**src/rtl/sel_pipe_mux_pkg.sv**
```systemverilog
// Shared definitions for sel_pipe_mux: buffer state encoding, entry layout and default parameters.
package sel_pipe_mux_pkg;

    localparam int DEF_WIDTH  = 32;
    localparam int DEF_NUM_IN = 8;
    localparam int DEF_SEL_W  = $clog2(DEF_NUM_IN);

    typedef logic [1:0] buf_state_t;

    localparam buf_state_t ST_EMPTY = 2'd0;
    localparam buf_state_t ST_ONE   = 2'd1;
    localparam buf_state_t ST_TWO   = 2'd2;

    // Reference entry layout at default widths; the top builds the same field order at its own widths.
    typedef struct packed {
        logic [DEF_WIDTH-1:0] data;
        logic [DEF_SEL_W-1:0] sel;
        logic                 err;
    } entry_t;

    function automatic int entry_bits(input int width, input int sel_w);
        return width + sel_w + 1;
    endfunction

endpackage

```
**src/rtl/sel_pipe_mux_skid.sv**
```systemverilog
// Generic two-entry valid/ready skid buffer; in_ready depends only on the state register.
// Handshake: a beat moves on any cycle where valid && ready; the payload is stable while valid is held without ready.
module sel_pipe_mux_skid
    import sel_pipe_mux_pkg::*;
#(
    parameter int EW = 36
) (
    input  logic          clk,
    input  logic          rst_n,
    input  logic          in_valid,
    output logic          in_ready,
    input  logic [EW-1:0] in_data,
    output logic          out_valid,
    input  logic          out_ready,
    output logic [EW-1:0] out_data,
    output buf_state_t    state
);

    logic [EW-1:0] out_q;
    logic [EW-1:0] skid_q;
    logic          acc;
    logic          pop;

    assign in_ready  = (state != ST_TWO);
    assign out_valid = (state != ST_EMPTY);
    assign out_data  = out_q;
    assign acc       = in_valid && in_ready;
    assign pop       = out_valid && out_ready;

    always_ff @(posedge clk or negedge rst_n) begin
        if (!rst_n) begin
            state  <= ST_EMPTY;
            out_q  <= '0;
            skid_q <= '0;
        end else begin
            case (state)
                ST_EMPTY: begin
                    if (acc) begin
                        out_q <= in_data;
                        state <= ST_ONE;
                    end
                end
                ST_ONE: begin
                    if (acc && !pop) begin
                        skid_q <= in_data;
                        state  <= ST_TWO;
                    end else if (acc && pop) begin
                        out_q <= in_data;
                    end else if (pop) begin
                        state <= ST_EMPTY;
                    end
                end
                ST_TWO: begin
                    // Older entry leaves first, so the skid entry moves up to the output register.
                    if (pop) begin
                        out_q <= skid_q;
                        state <= ST_ONE;
                    end
                end
                default: state <= ST_EMPTY;
            endcase
        end
    end

endmodule

```
**src/rtl/sel_pipe_mux.sv**
```systemverilog
// Registered N-way operand selector feeding a two-entry skid buffer, with out-of-range select detection.
// Optional sticky error flag enabled by defining SEL_PIPE_MUX_ERR_EN.
module sel_pipe_mux
    import sel_pipe_mux_pkg::*;
#(
    parameter int               WIDTH       = DEF_WIDTH,
    parameter int               NUM_IN      = DEF_NUM_IN,
    parameter int               SEL_W       = $clog2(NUM_IN),
    parameter logic [WIDTH-1:0] DEFAULT_VAL = '0
) (
    input  logic                    clk,
    input  logic                    rst_n,
    input  logic [NUM_IN*WIDTH-1:0] in_flat,
    input  logic [SEL_W-1:0]        sel,
    input  logic                    sel_ld,
    input  logic                    in_valid,
    output logic                    in_ready,
    output logic [WIDTH-1:0]        out_data,
    output logic [SEL_W-1:0]        out_sel,
    output logic                    out_err,
    output logic                    out_valid,
    input  logic                    out_ready,
    output logic                    err_sticky,
    input  logic                    err_clr,
    output buf_state_t              dbg_state
);

    localparam int EW = entry_bits(WIDTH, SEL_W);

    typedef struct packed {
        logic [WIDTH-1:0] data;
        logic [SEL_W-1:0] sel;
        logic             err;
    } pipe_entry_t;

    logic [SEL_W-1:0] sel_q;
    logic [SEL_W-1:0] sel_eff;
    logic             err_eff;
    logic [WIDTH-1:0] mux_data;
    logic             acc;
    pipe_entry_t      in_e;
    pipe_entry_t      out_e;

    always_ff @(posedge clk or negedge rst_n) begin
        if (!rst_n) begin
            sel_q <= '0;
        end else if (sel_ld) begin
            sel_q <= sel;
        end
    end

    // A same-cycle load steers the transfer offered in that cycle.
    assign sel_eff = sel_ld ? sel : sel_q;
    assign err_eff = (32'(sel_eff) >= 32'(NUM_IN));
    assign acc     = in_valid && in_ready;

    always_comb begin
        mux_data = DEFAULT_VAL;
        for (int k = 0; k < NUM_IN; k++) begin
            if (sel_eff == SEL_W'(k)) begin
                mux_data = in_flat[k*WIDTH +: WIDTH];
            end
        end
    end

    assign in_e = '{data: mux_data, sel: sel_eff, err: err_eff};

    sel_pipe_mux_skid #(
        .EW(EW)
    ) u_skid (
        .clk      (clk),
        .rst_n    (rst_n),
        .in_valid (in_valid),
        .in_ready (in_ready),
        .in_data  (in_e),
        .out_valid(out_valid),
        .out_ready(out_ready),
        .out_data (out_e),
        .state    (dbg_state)
    );

    assign out_data = out_e.data;
    assign out_sel  = out_e.sel;
    assign out_err  = out_e.err;

`ifdef SEL_PIPE_MUX_ERR_EN
    logic err_q;

    // Set has priority so an error arriving alongside a clear is never lost.
    always_ff @(posedge clk or negedge rst_n) begin
        if (!rst_n) begin
            err_q <= 1'b0;
        end else if (acc && err_eff) begin
            err_q <= 1'b1;
        end else if (err_clr) begin
            err_q <= 1'b0;
        end
    end

    assign err_sticky = err_q;
`else
    logic unused_err;

    assign unused_err = err_clr ^ acc;
    assign err_sticky = 1'b0;
`endif

endmodule

```
**config.mk**
```make
export PLATFORM = sky130hd
export DESIGN_NAME = sel_pipe_mux
export DESIGN_NICKNAME = d
export VERILOG_FILES = /design/src/rtl/sel_pipe_mux_pkg.sv /design/src/rtl/sel_pipe_mux_skid.sv /design/src/rtl/sel_pipe_mux.sv
export SDC_FILE = /design/constraint.sdc
export NUM_CORES = 1
export LEC_CHECK = 0
export ABC_AREA = 1
export BUFFER_PORTS_ARGS = -buffer_cell sky130_fd_sc_hd__buf_2
export CAP_MARGIN = 20
export CORE_MARGIN = 2
export CORE_UTILIZATION = 44
export CTS_CLUSTER_SIZE = 8
export DETAILED_ROUTE_END_ITERATION = 10
export MAX_ROUTING_LAYER = met4
export PLACE_DENSITY = 0.79
export SYNTH_ARGS = -nofsm -noshare
export SYNTH_HDL_FRONTEND = slang
export SYNTH_SLANG_ARGS = --single-unit
export TNS_END_PERCENT = 20
```
**constraint.sdc**
```tcl
create_clock -name clk -period 1.7 [get_ports clk]
set_input_delay 0.17 -clock clk [delete_from_list [all_inputs] [get_ports clk]]
set_output_delay 0.17 -clock clk [all_outputs]
set_load 0.005 [all_outputs]
```
# After elaboration in Yosys (flattened, before gate mapping)
# Cells that the tools add are included.
[word_totals]
register_bits = 76
latch_bits = 0
ram_bits = 0
rom_bits = 0
inputBits = 265
out_inout_bits = 41
wordCells = 52
n_memories = 0
[op_classes]
add_sub_neg = 0
multipliers = 0
div = 0
order_cmp = 0
eq_ne = 16
shift = 0
n_mux = 20
bitwise_logic = 0
n_reduce_logical = 12
[ops]
columns = ["operator", "count"]
rows = [
  ["two-way mux 32 bit", 8],
  ["two-way mux 36 bit", 4],
  ["case mux 36 bit (3 select lines)", 1],
  ["== test 3 bit, second input constant", 4],
  ["two-way mux 2 bit", 5],
  ["== test 3 x 2 -> 1 bit, second input constant", 2],
  ["!= test 2 x 1 -> 1 bit, second input constant", 3],
  ["case mux 2 bit (3 select lines)", 1],
  ["AND reduction 5 bit", 1],
  ["logical AND 1 bit", 4],
  ["!= test 2 bit, second input constant", 2],
  ["AND reduction 4 bit", 1],
  ["== test 3 x 1 -> 1 bit, second input constant", 1],
  ["logical NOT 3 bit", 1],
  ["two-way mux 3 bit", 1],
  ["!= test 3 x 1 -> 1 bit, second input constant", 1],
  ["!= test 3 x 2 -> 1 bit, second input constant", 1],
  ["nonzero test 3 bit", 1],
  ["== test 2 x 1 -> 1 bit, second input constant", 1],
  ["== test 2 bit, second input constant", 1],
  ["logical NOT 2 bit", 1],
  ["AND reduction 2 bit", 1],
  ["nonzero test 2 bit", 1],
  ["logical NOT 1 bit", 1],
]

# Logic depth before layout (Yosys ltp)
# Gate-level depths: netlist of the first run.
[logic_depth]
word_depth = 13
ltp_mapped = 14
mapped_depth_nobuf = 12

# Hierarchy
# A second synthesis of the first run with hierarchy kept.
[unflattened]
hier_cells = 936
hier_area_um2 = 5923.2
[by_module_without_submodules]
columns = ["mod", "n_inst", "cells_per_inst", "area_per_inst_um2", "seq_area_each_um2"]
rows = [
  ["sel_pipe_mux_skid", 1, 449, 3487.1, 1851.8],
  ["sel_pipe_mux", 1, 487, 2436.1, 75.1],
]

# Worst setup path before layout of the first run
# Ideal clock, no wire load.
[synth_timing]
path_type = "flip-flop to flip-flop"
from = "register u_skid.state[1]"
to = "register u_skid.out_q[16] (netlist: u_skid.out_data[16])"
setup_time_ns = 0.116
arrival_ns = 1.455
t_required_ns = 1.584
setup_slack_ns = 0.128
stages_incl_launch_ff = 10
n_path_buf = 2
period_less_slack_ns = 1.572
path_cell_list = "dfrtp_1 -> inv_1 -> nor2_1 -> inv_1 -> clkbuf_1 -> buf_1 -> nor2_1 -> nor2_1 -> nand2_1 -> nand2_1"
[synth_between]
elab_chain_len = 6
word_cells_on_any_way = 17
classes_between = "eq/ne: 7; mux: 1; reduce/logical: 9"
[synth_rtl]
columns = ["item", "line_no", "text"]
rows = [
  ["start, declared", "sel_pipe_mux_skid.sv:16", "output buf_state_t state"],
  ["start signal, assigned", "sel_pipe_mux_skid.sv:32", "state <= ST_EMPTY;"],
  ["start signal, assigned", "sel_pipe_mux_skid.sv:40", "state <= ST_ONE;"],
  ["start signal, assigned", "sel_pipe_mux_skid.sv:46", "state <= ST_TWO;"],
  ["nonzero test 2 bit", "sel_pipe_mux_skid.sv:25", "assign out_valid = (state != ST_EMPTY);"],
  ["logical AND 1 bit", "sel_pipe_mux_skid.sv:28", "assign pop = out_valid && out_ready;"],
  ["logical NOT 1 bit", "sel_pipe_mux_skid.sv:44", "if (acc && !pop) begin"],
  ["logical AND 1 bit", "sel_pipe_mux_skid.sv:44", ""],
  ["!= test 2 bit (no line)", "--", ""],
  ["AND reduction 5 bit (no line)", "--", ""],
  ["end signal, assigned", "sel_pipe_mux_skid.sv:39", "out_q <= in_data;"],
  ["end signal, assigned", "sel_pipe_mux_skid.sv:48", "out_q <= in_data;"],
  ["end signal, assigned", "sel_pipe_mux_skid.sv:56", "out_q <= skid_q;"],
  ["end, declared", "sel_pipe_mux_skid.sv:19", "logic [EW-1:0] out_q;"],
]
# Several ways; a longest one is shown, not always the timed one.
# A chain may end at the register's enable or synchronous reset.

# Worst setup path after layout of the first run
[layout_timing]
from = "register sel_q[0]"
to = "register u_skid.skid_q[27]"
[layout_between]
elab_chain_len = 10
word_cells_on_any_way = 17
classes_between = "eq/ne: 7; mux: 9; reduce/logical: 1"
[layout_rtl]
columns = ["item", "line_no", "text"]
rows = [
  ["start, declared", "sel_pipe_mux.sv:36", "logic [SEL_W-1:0] sel_q;"],
  ["start signal, assigned", "sel_pipe_mux.sv:48", "sel_q <= sel;"],
  ["two-way mux 3 bit *", "sel_pipe_mux.sv:53", "assign sel_eff = sel_ld ? sel : sel_q;"],
  ["logical NOT 3 bit", "sel_pipe_mux.sv:60", "if (sel_eff == SEL_W'(k)) begin"],
  ["two-way mux 32 bit (7 in a row)", "sel_pipe_mux.sv:60", ""],
  ["two-way mux 32 bit *", "sel_pipe_mux.sv:60", ""],
  ["end signal, assigned", "sel_pipe_mux_skid.sv:45", "skid_q <= in_data;"],
  ["end, declared", "sel_pipe_mux_skid.sv:20", "logic [EW-1:0] skid_q;"],
]
# Mark *: on every way between the ends. The rest lies on a longest branch, timed or not.

==> results of run 1 <==
## placed cells by master, fill, tap and decap left out, types with 8 or more instances in the layout
cell type  count
a31oi_1       30
buf_4         37
nand2_1      278
nor2_2        12
inv_1        101
nand3_1       63
a21oi_1        9
buf_6         15
buf_2        301
clkbuf_16      9
o21ai_0        8
nor2_1       212
nand4_1       67
buf_12        16
dfrtp_1       75
nand2_2       19
## worst paths after layout
check | endpoint | slack (ps) | cells past startpoint
setup reg to reg | u_skid.skid_q[27] | -150 | 12
hold / removal | u_skid.state[1] | 60 | 2
max in group asynchronous | u_skid.out_data[8] | 770 | 3
hold reg to reg | u_skid.out_data[24] | 480 | 2
min in group asynchronous | u_skid.out_data[28] | 330 | 2
setup / recovery | u_skid.skid_q[27] | -150 | 12
## state kept, by name (all words and copies together), names as in the netlist
| name | flops |
|---|---|
| sel_q | 3 |
| u_skid.out_data | 35 |
| u_skid.state | 2 |
| u_skid.skid_q | 35 |
## power by group through the flow
| stage | sequential, uW | combinational [uW] | clock, uW |
|---|---|---|---|
| floorplan | 2950 | 1660 | 0 |
| global placement | 2990 | 2980 | 0 |
| detailed placement | 3010 | 3040 | 0 |
| CTS | 3000 | 3210 | 1860 |
| global route | 3090 | 3680 | 1940 |
| finish | 3000 | 3290 | 1860 |
## per-stage QoR
step | std cells | hold WS [ps] | utilization, % | area, sq um | setup WS [ps]
after floorplan | 962 | -126 | - | 5680 | 128
after global placement | 1425 | 145 | 60.8 | 7680 | -270
after detailed placement | 1425 | 144 | 60.8 | 7680 | -325
after CTS | 1459 | 68.3 | 65.9 | 8310 | -119
after global routing | 1467 | 101 | 66.7 | 8420 | -257
final | 1467 | 63.5 | 66.7 | 8420 | -153
## layer usage
metal / share of wire [%] / vias up / global-route usage (%)
met3: 9.3 / 78 / 6.73
li1: - / 3680 / -
met1: 38 / 3383 / 38.6
met4: 6.0 / 0 / 20.3
met2: 47 / 449 / 54.4
met5: 0 / - / -
## layout make-up
type | instances | area, sq um | area share [%]
Sequential cell | 75 | 1880 | 22.3
Inverter | 107 | 409 | 4.86
Tap cell | 172 | 215 | 2.55
Antenna cell | 3 | 7.51 | 0.0891
Clock buffer | 9 | 225 | 2.67
Multi-Input combinational cell | 719 | 3240 | 38.5
Clock inverter | 7 | 58.8 | 0.698
Timing Repair Buffer | 375 | 2390 | 28.4
## timing repair
item | in CTS | in global routing
endpoints found under the hold margin | 31 | 0
pin swaps | 31 | 34
cloned | 3 | 0
gates resized for setup | 50 | 21
buffers inserted | 14 | 5
hold buffers | 1 | 0
endpoints found under the setup margin | 64 | 65
## critical path, stage by stage, from the launching register on
cell and delay [ps]:
dfrtp_1 360, nand2_1 70, nand2_2 90, buf_8 160, nor3_4 200, buf_6 150
buf_12 130, buf_6 120, nor2_2 40, nand4_1 110, nand2_1 90, buf_4 130
a31oi_1 120
## kinds of logic after synthesis
logic type | synth area share (%)
other | 0.0660
AND/OR/NAND/NOR | 49.3
AO/OA/AOI/OAI | 5.16
buffers and inverters | 12.4
flip-flops | 33.0
==> results.md, run 1 <==
- Crit-path max FO: 7
- PD cells: 969 nW/um^2
- Drt drc: 0
- Fmax: 0.540 GHz
- Clk sink count: 75
- RePlAce Congestion: 0.951
- Clock Latency Late Sink: 340 ps
- Ys async rst share: 100%
- Gr usage total: 33.6%
- Root buf cell: clkbuf_16
- Vias per Instance: 5.17
- H-tree levels: 3
- Synthesis-stage register bit count: 75
- NumNets Final: 1552
- Area delta synth->final: 48.3%
- # IOs: 306
- Sw Share: 38.3%
- Mapped Area: 5680 sq um
- Hold Violations, Final: 0
- Min cycle time layout: 1850 ps
- Total power: 8160 uW
- Setup slack after layout: -153 ps
- Post-DRT Antenna Nets: 0
- Sequential Power Share: 36.8%
- Top FF cell, synth: dfrtp_1
- Final HPWL DP: 16.7 mm
- Largest net degree at the start of global routing: 67
- Layout cells sized above 1: 34.3%
- Pint: 5040 uW
- Final Skew: 4.61 ps
- Core ar.: 12600 sq um
- Crit path required time: 1960 ps
- Final Max Slew Viols: 0
- Worst R2R Start: sel_q[0]
- Clock share of power: 22.8%
- DR pass1 iterations: 6
- Synth area leader: dfrtp_1
- Number of synthesized flops with an enable pin: 0
- Critical path launch point type: flop
- Setup_tns: -5970 ps
- Failing checks: setup timing
- Row cnt: 41
- Clock-pin slew on the worst setup and hold paths: 70 ps
- Clock buffer depth: 2
- Leading cell types by count after synthesis: nand2_1 (297), nor2_1 (225), inv_1 (103), dfrtp_1 (75)
- Initial antenna violation count: 3
- Die Span Y: 118 um
- Fillers: 1187
- CTS Buf Count: 9
- Die ar.: 13800 sq um
- Iter 0 DRT Violations: 498
- Most frequent cell after synthesis: nand2_1
- Die W: 118 um
- Final worst-path cycle share: 109%
- Top cells by area, synth: dfrtp_1 (33%), nand2_1 (20%), nor2_1 (15%), nand4_1 (7.4%), inv_1 (6.8%)
- Cell variety after synth: 25
- Overflow after GRT: 0
- Post-Route WL: 23.0 mm
- Pleak: 0.00485 uW
- Worst vdd ir: 540 uV
- Post-Syn Area per Cell: 5.91 sq um
- DR vias: 7590
- Status: finished, violations left
- Port Buffers: 302
- Top cell type's share of synthesized area: 33.0%
- CP startpoint: sel_q[0]
- Register area share after synthesis: 33.0%
- Net switching power: 3120 uW
- Starting density of the core: 45.0%
- Setup repair after global routing missed its margin: true
- Total of max-cap violations: 0
- Routed WL per cell: 15.7 um
- Worst Path Arrival: 2110 ps
- Combinational fraction of design power: 40.4%
- YS warnings: 0
- Crit. End Element: flop
- Crit path kind: flop to flop
- First-pass GRT wire length: 36.0 mm
- Synth Instances: 961
- HP Start: out_ready
- # setup viols final: 64
- CTS tree: yes
- Class of the most critical hold timing path: input port to flop
- Vias in the first global route: 7223
Power figures use the tool's default switching activity.
==> run 2, diff against run 1 <==
--- a/config.mk
+++ b/config.mk
@@ -13,7 +13,7 @@
 export CTS_CLUSTER_SIZE = 8
 export DETAILED_ROUTE_END_ITERATION = 10
 export MAX_ROUTING_LAYER = met4
-export PLACE_DENSITY = 0.79
+export PLACE_DENSITY = 0.78
 export SYNTH_ARGS = -nofsm -noshare
 export SYNTH_HDL_FRONTEND = slang
 export SYNTH_SLANG_ARGS = --single-unit
==> run 2 against run 1 <==
  * The run still ends with setup timing left
  * First-iteration DRC count is 1.0% higher
  * Critical path type unchanged
  * Clock skew up 2.7 ps
  * Largest power group unchanged
  * Clock-buffer cell count is 1 higher
  * Non-clock buffer count is the same
  * Critical endpoint is now u_skid.out_data[25]
  * Die area is the same
==> results.md, run 2 (synthesis gave the netlist of run 1 again) <==
- Row cnt: 41
- Iter 0 DRT Violations: 503
- Pint: 5170 uW
- Die W: 118 um
- PD cells: 978 nW/um^2
- Die ar.: 13800 sq um
- Final Max Slew Viols: 0
- Worst Path Arrival: 2080 ps
- Worst Hold Endpoint: u_skid.state[1]
- CTS tree: yes
- Routed met3 length: 1.86 mm
- Class of the most critical hold timing path: input port to flop
- Fmax: 0.540 GHz
- Crit path required time: 1930 ps
- Root buf cell: clkbuf_16
- R2R setup slack: -150 ps
- HP Start: out_ready
- Clock-pin slew on the worst setup and hold paths: 70 ps
- Overflow after GRT: 0
- RePlAce Congestion: 0.946
- Design area: 8470 sq um
- Crit-path max FO: 7
- Net switching power: 3110 uW
- Hold WS: 83.8 ps
- Largest net degree at the start of global routing: 67
- Core ar.: 12600 sq um
- Failing checks: setup timing
- Reg-to-Reg End: u_skid.out_data[25]
- Vias in the first global route: 7129
- Critical path launch point type: flop
- Setup repair after global routing missed its margin: true
- Final HPWL DP: 16.6 mm
- Clk sink count: 75
- Met2 wire len: 11.5 mm
- Initial antenna violation count: 1
- Clock Latency Late Sink: 340 ps
- Post-Route WL: 23.1 mm
- # IOs: 306
- NumNets Final: 1552
- Total of max-cap violations: 0
- Area delta synth->final: 49.2%
- Setup_tns: -3160 ps
- Combinational fraction of design power: 39.9%
- Worst R2R Start: sel_q[2]
- CTS Buf Count: 9
- Top layer in use: met4
- WHS Path Cells: 2
- Crit. End Element: flop
- Die Span Y: 118 um
- DR pass1 iterations: 5
- Setup slack after layout: -150 ps
- Clock share of power: 23.8%
- Sw Share: 37.6%
- Pleak: 0.00485 uW
- Final worst-path cycle share: 109%
- Starting density of the core: 45.0%
- Drt drc: 0
- Most frequent cells in the layout: buf_2 (302), nand2_1 (281), nor2_1 (211)
- Final Skew: 7.29 ps
- Hold Violations, Final: 0
- First-pass GRT wire length: 35.6 mm
- M1 WL: 8.99 mm
- Routed WL per cell: 15.8 um
- Port Buffers: 302
- Post-DP Area: 7630 sq um
- Min cycle time layout: 1850 ps
- Vias per Instance: 5.17
- Worst Reg-to-Reg Cells: 13
- Layout cells sized above 1: 34.3%
- Most common cell after layout, fill and taps aside: buf_2
- Clock buffer depth: 2
- # setup viols final: 54
- Sequential Power Share: 36.3%
- Gr usage total: 32.8%
- Status: finished, violations left
- H-tree levels: 3
- Crit path kind: flop to flop
- Post-DRT Antenna Nets: 0
- DR vias: 7571
- Worst vdd ir: 581 uV
==> run 2: cell count changes in the layout (fill, tap and decap cells not counted), sizes merged <==
cell	delta
buf	-3
clkinv	+1
diode	-2
inv	-3
bufbuf	-1
bufinv	+1
clkbuf	+5
==> run 2: layout make-up <==
type                       count  area [sq um]
tap                          172           215
fill                        1164          4150
clock inverter                 6          72.6
clock buffer                  10           229
inverter                     107           407
multi-input combinational    719          3260
timing repair buffer         375          2410
antenna                        1          2.50
sequential                    75          1880
==> run 2: repair_timing <==
item / 4_1_cts / 5_1_grt
hold buffers: 1 / 0
hold endpoints to repair: 75 / 0
setup buffers: 10 / 6
cloned: 4 / 4
pin swaps: 28 / 36
setup endpoints to repair: 64 / 64
resized for setup: 46 / 35
==> run 2: worst max path at each step <==
stage,startpoint,endpoint,slack (ps),depth (start not counted)
after global routing,sel_q[1],u_skid.out_data[35],-200,13
after detailed placement,sel_ld,u_skid.out_data[23],-220,13
after CTS,sel_q[1],u_skid.out_data[35],-70,13
after global placement,sel_ld,u_skid.out_data[23],-160,13
after floorplan,u_skid.state[1],u_skid.out_data[16],130,9
final,sel_q[2],u_skid.out_data[25],-150,13
==> run 2: per-layer routing <==
| layer | vias to the layer above | GRT usage [%] |
|---|---|---|
| li1 | 3683 | - |
| met5 | - | - |
| met3 | 54 | 4.84 |
| met1 | 3394 | 38.6 |
| met4 | 0 | 12.1 |
| met2 | 440 | 56.9 |
==> run 2: critical path: stages, from the launching register on <==
cell and delay (ps):
dfrtp_1 400, inv_2 70, nand2_2 60, nand2_4 100, buf_6 120, nor3_4 40
buf_6 140, buf_8 140, nor2_2 130, nand4_1 200, nand2_2 160, nand3_1 80
nand2_1 70, nand2_1 40
==> run 2: stage by stage <==
step / setup WS [ps] / power, uW / util [%] / cells
floorplan: 128 / 4600 / - / 962
global placement: -158 / 5940 / 60.5 / 1426
detailed placement: -217 / 6040 / 60.5 / 1426
CTS: -73.6 / 8160 / 65.3 / 1457
global route: -202 / 8830 / 67.1 / 1465
finish: -150 / 8290 / 67.1 / 1465
==> run 2: power groups by stage <==
stage               clock (uW)  combinational (uW)  sequential [uW]
global placement             0                2960             2970
global route              2060                3670             3100
CTS                       1990                3180             2990
detailed placement           0                3030             3010
floorplan                    0                1660             2950
finish                    1970                3310             3010
==> run 3, diff against run 2 <==
--- a/config.mk
+++ b/config.mk
@@ -10,10 +10,12 @@
 export CAP_MARGIN = 20
 export CORE_MARGIN = 2
 export CORE_UTILIZATION = 44
+export CTS_BUF_LIST = sky130_fd_sc_hd__clkbuf_8 sky130_fd_sc_hd__clkbuf_16
 export CTS_CLUSTER_SIZE = 8
 export DETAILED_ROUTE_END_ITERATION = 10
 export MAX_ROUTING_LAYER = met4
 export PLACE_DENSITY = 0.78
+export SLEW_MARGIN = 20
 export SYNTH_ARGS = -nofsm -noshare
 export SYNTH_HDL_FRONTEND = slang
 export SYNTH_SLANG_ARGS = --single-unit
==> run 3 against run 2 <==
  * The flow still finishes with violations (setup timing)
  * Total power grew 0.20%
  * Core utilization increased by 0.28 points
  * Register-to-register slack better by 20 ps
  * Sequential share of layout area is 0.091 points lower
  * Die area stayed put
  * Clock skew hardly changed
  * Flip-flop and latch count unchanged
  * Sequential power about the same
  * First-iteration DRC count is 5.0% higher
  * Largest power group unchanged
  * Highest routed layer unchanged
==> results.md, run 3 (synthesis gave the netlist of run 1 again) <==
- Status: finished, violations left
- Failing checks: setup timing
- Post-DP Area: 7630 sq um
- CTS Buf Count: 9
- # IOs: 306
- Port Buffers: 302
- Routed met3 length: 1.84 mm
- Critical path launch point type: flop
- Setup_tns: -3280 ps
- Met2 wire len: 11.4 mm
- DR pass1 iterations: 5
- Setup slack after layout: -126 ps
- Starting density of the core: 45.0%
- Total power: 8300 uW
- Final Skew: 7.36 ps
- Clock Latency Late Sink: 340 ps
- Overflow after GRT: 0
- Vias in the first global route: 7125
- Worst vdd ir: 581 uV
- Fillers: 1168
- Largest net degree at the start of global routing: 67
- Worst Reg-to-Reg Cells: 13
- Die Span Y: 118 um
- Non-filler cells, final: 1465
- Most common cell after layout, fill and taps aside: buf_2
- # setup viols final: 56
- CP peak stage delay: 400 ps
- R2R setup slack: -130 ps
- Vias per Instance: 5.15
- Iter 0 DRT Violations: 528
- M1 WL: 8.91 mm
- Reg-to-Reg End: u_skid.out_data[25]
- Hold Violations, Final: 0
- Most frequent cells in the layout: buf_2 (302), nand2_1 (279), nor2_1 (208)
- Crit path required time: 1930 ps
- Die W: 118 um
- PD cells: 976 nW/um^2
- Row cnt: 41
- Slowest stage cell on the critical path: dfrtp_1
- WHS Path Cells: 2
- Die ar.: 13800 sq um
- Crit-path max FO: 7
- Top layer in use: met4
- H-tree levels: 3
- Final Max Slew Viols: 0
- Clk sink count: 75
- CTS tree: yes
- Gr usage total: 32.8%
- Worst Hold Endpoint: u_skid.state[1]
- CP cell instances: inv_2 -> nand2_2 -> nand2_4 -> buf_6 -> nor3_4 -> buf_12 -> buf_8 -> nor2_2 -> nand4_1 -> nand2_2 -> nand3_1 -> nand2_1 -> nand2_1
- RePlAce Congestion: 0.946
- Area delta synth->final: 49.8%
- Min cycle time layout: 1830 ps
- Worst R2R Start: sel_q[2]
- Final worst-path cycle share: 107%
- Post-layout util: 67.4%
- Class of the most critical hold timing path: input port to flop
- WP buf/inv: 4
- Post-DRT Antenna Nets: 0
- HP Start: out_ready
- Setup repair after global routing missed its margin: true
- Crit. End Element: flop
- Final HPWL DP: 16.6 mm
- Drt drc: 0
- Crit path kind: flop to flop
- Clock buffer depth: 2
- Core ar.: 12600 sq um
- Layout cells sized above 1: 35.0%
- Routed WL per cell: 15.6 um
- DR vias: 7540
- Placed insts: 1426
- Fmax: 0.547 GHz
- Total of max-cap violations: 0
- Design area: 8510 sq um
- Post-Route WL: 22.9 mm
- First-pass GRT wire length: 35.6 mm
- CP delay by family, top: simple AND/OR/NAND/NOR gates
- NumNets Final: 1552
- Pleak: 0.00487 uW
- Worst Path Arrival: 2060 ps
- Clock-pin slew on the worst setup and hold paths: 70 ps
- Initial antenna violation count: 1
- Root buf cell: clkbuf_16
## run 3: cell types whose count changed in the layout (fill, tap and decap cells not counted), sizes merged
cell    delta
clkbuf     -3
buf        +2
inv        +1
## run 3: what timing repair did
| item | 4_1_cts | 5_1_grt |
|---|---|---|
| hold buffers | 1 | 0 |
| endpoints found under the hold margin | 75 | 0 |
| endpoints found under the setup margin | 64 | 64 |
| setup buffers | 10 | 6 |
| pin swaps | 28 | 34 |
| resized for setup | 46 | 45 |
| cloned | 4 | 2 |
## run 3: area by class of cell
type	count	area, sq um	share of cell area, %
Multi-Input combinational cell	719	3300	38.8
Timing Repair Buffer	375	2400	28.3
Sequential cell	75	1880	22.1
Inverter	107	407	4.78
Clock buffer	9	225	2.65
Tap cell	172	215	2.53
Clock inverter	7	76.3	0.897
Antenna cell	1	2.50	0.0294
## run 3: worst reg2reg max path, stage by stage (launching register included)
cell and delay [ps]:
dfrtp_1 400, inv_2 70, nand2_2 60, nand2_4 90
buf_6 120, nor3_4 50, buf_12 140, buf_8 140
nor2_2 130, nand4_1 190, nand2_2 150, nand3_1 80
nand2_1 70, nand2_1 40
## run 3: worst max path at each step
| stage | slack [ps] | end | start | depth (start not counted) |
|---|---|---|---|---|
| global placement | -160 | u_skid.out_data[23] | sel_ld | 13 |
| detailed placement | -220 | u_skid.out_data[23] | sel_ld | 13 |
| CTS | -70 | u_skid.out_data[35] | sel_q[1] | 13 |
| finish | -130 | u_skid.out_data[25] | sel_q[2] | 13 |
| global route | -220 | u_skid.out_data[15] | sel_q[0] | 15 |
| floorplan | 130 | u_skid.out_data[16] | u_skid.state[1] | 9 |
## run 3: metrics by stage
stage | worst slack (ps) | hold WS [ps]
final | -126 | 78.8
after CTS | -73.6 | 64.5
after detailed placement | -217 | -27.2
after global placement | -158 | -27.4
after global routing | -219 | 91.1
after floorplan | 128 | -126
## run 3: per-layer routing
metal	track usage [%]	up-vias
li1	-	3677
met1	38.7	3386
met2	57.1	428
met3	4.55	49
met4	12.0	0
met5	-	-
## run 3: where the power goes
group / leakage (uW) / switching [uW] / total (uW) / internal [uW]
logic: 0.00383 / 1840 / 3320 / 1480
clock network: 0.000148 / 818 / 1970 / 1150
registers: 0.000897 / 466 / 3010 / 2550
total: 0.00487 / 3130 / 8300 / 5180
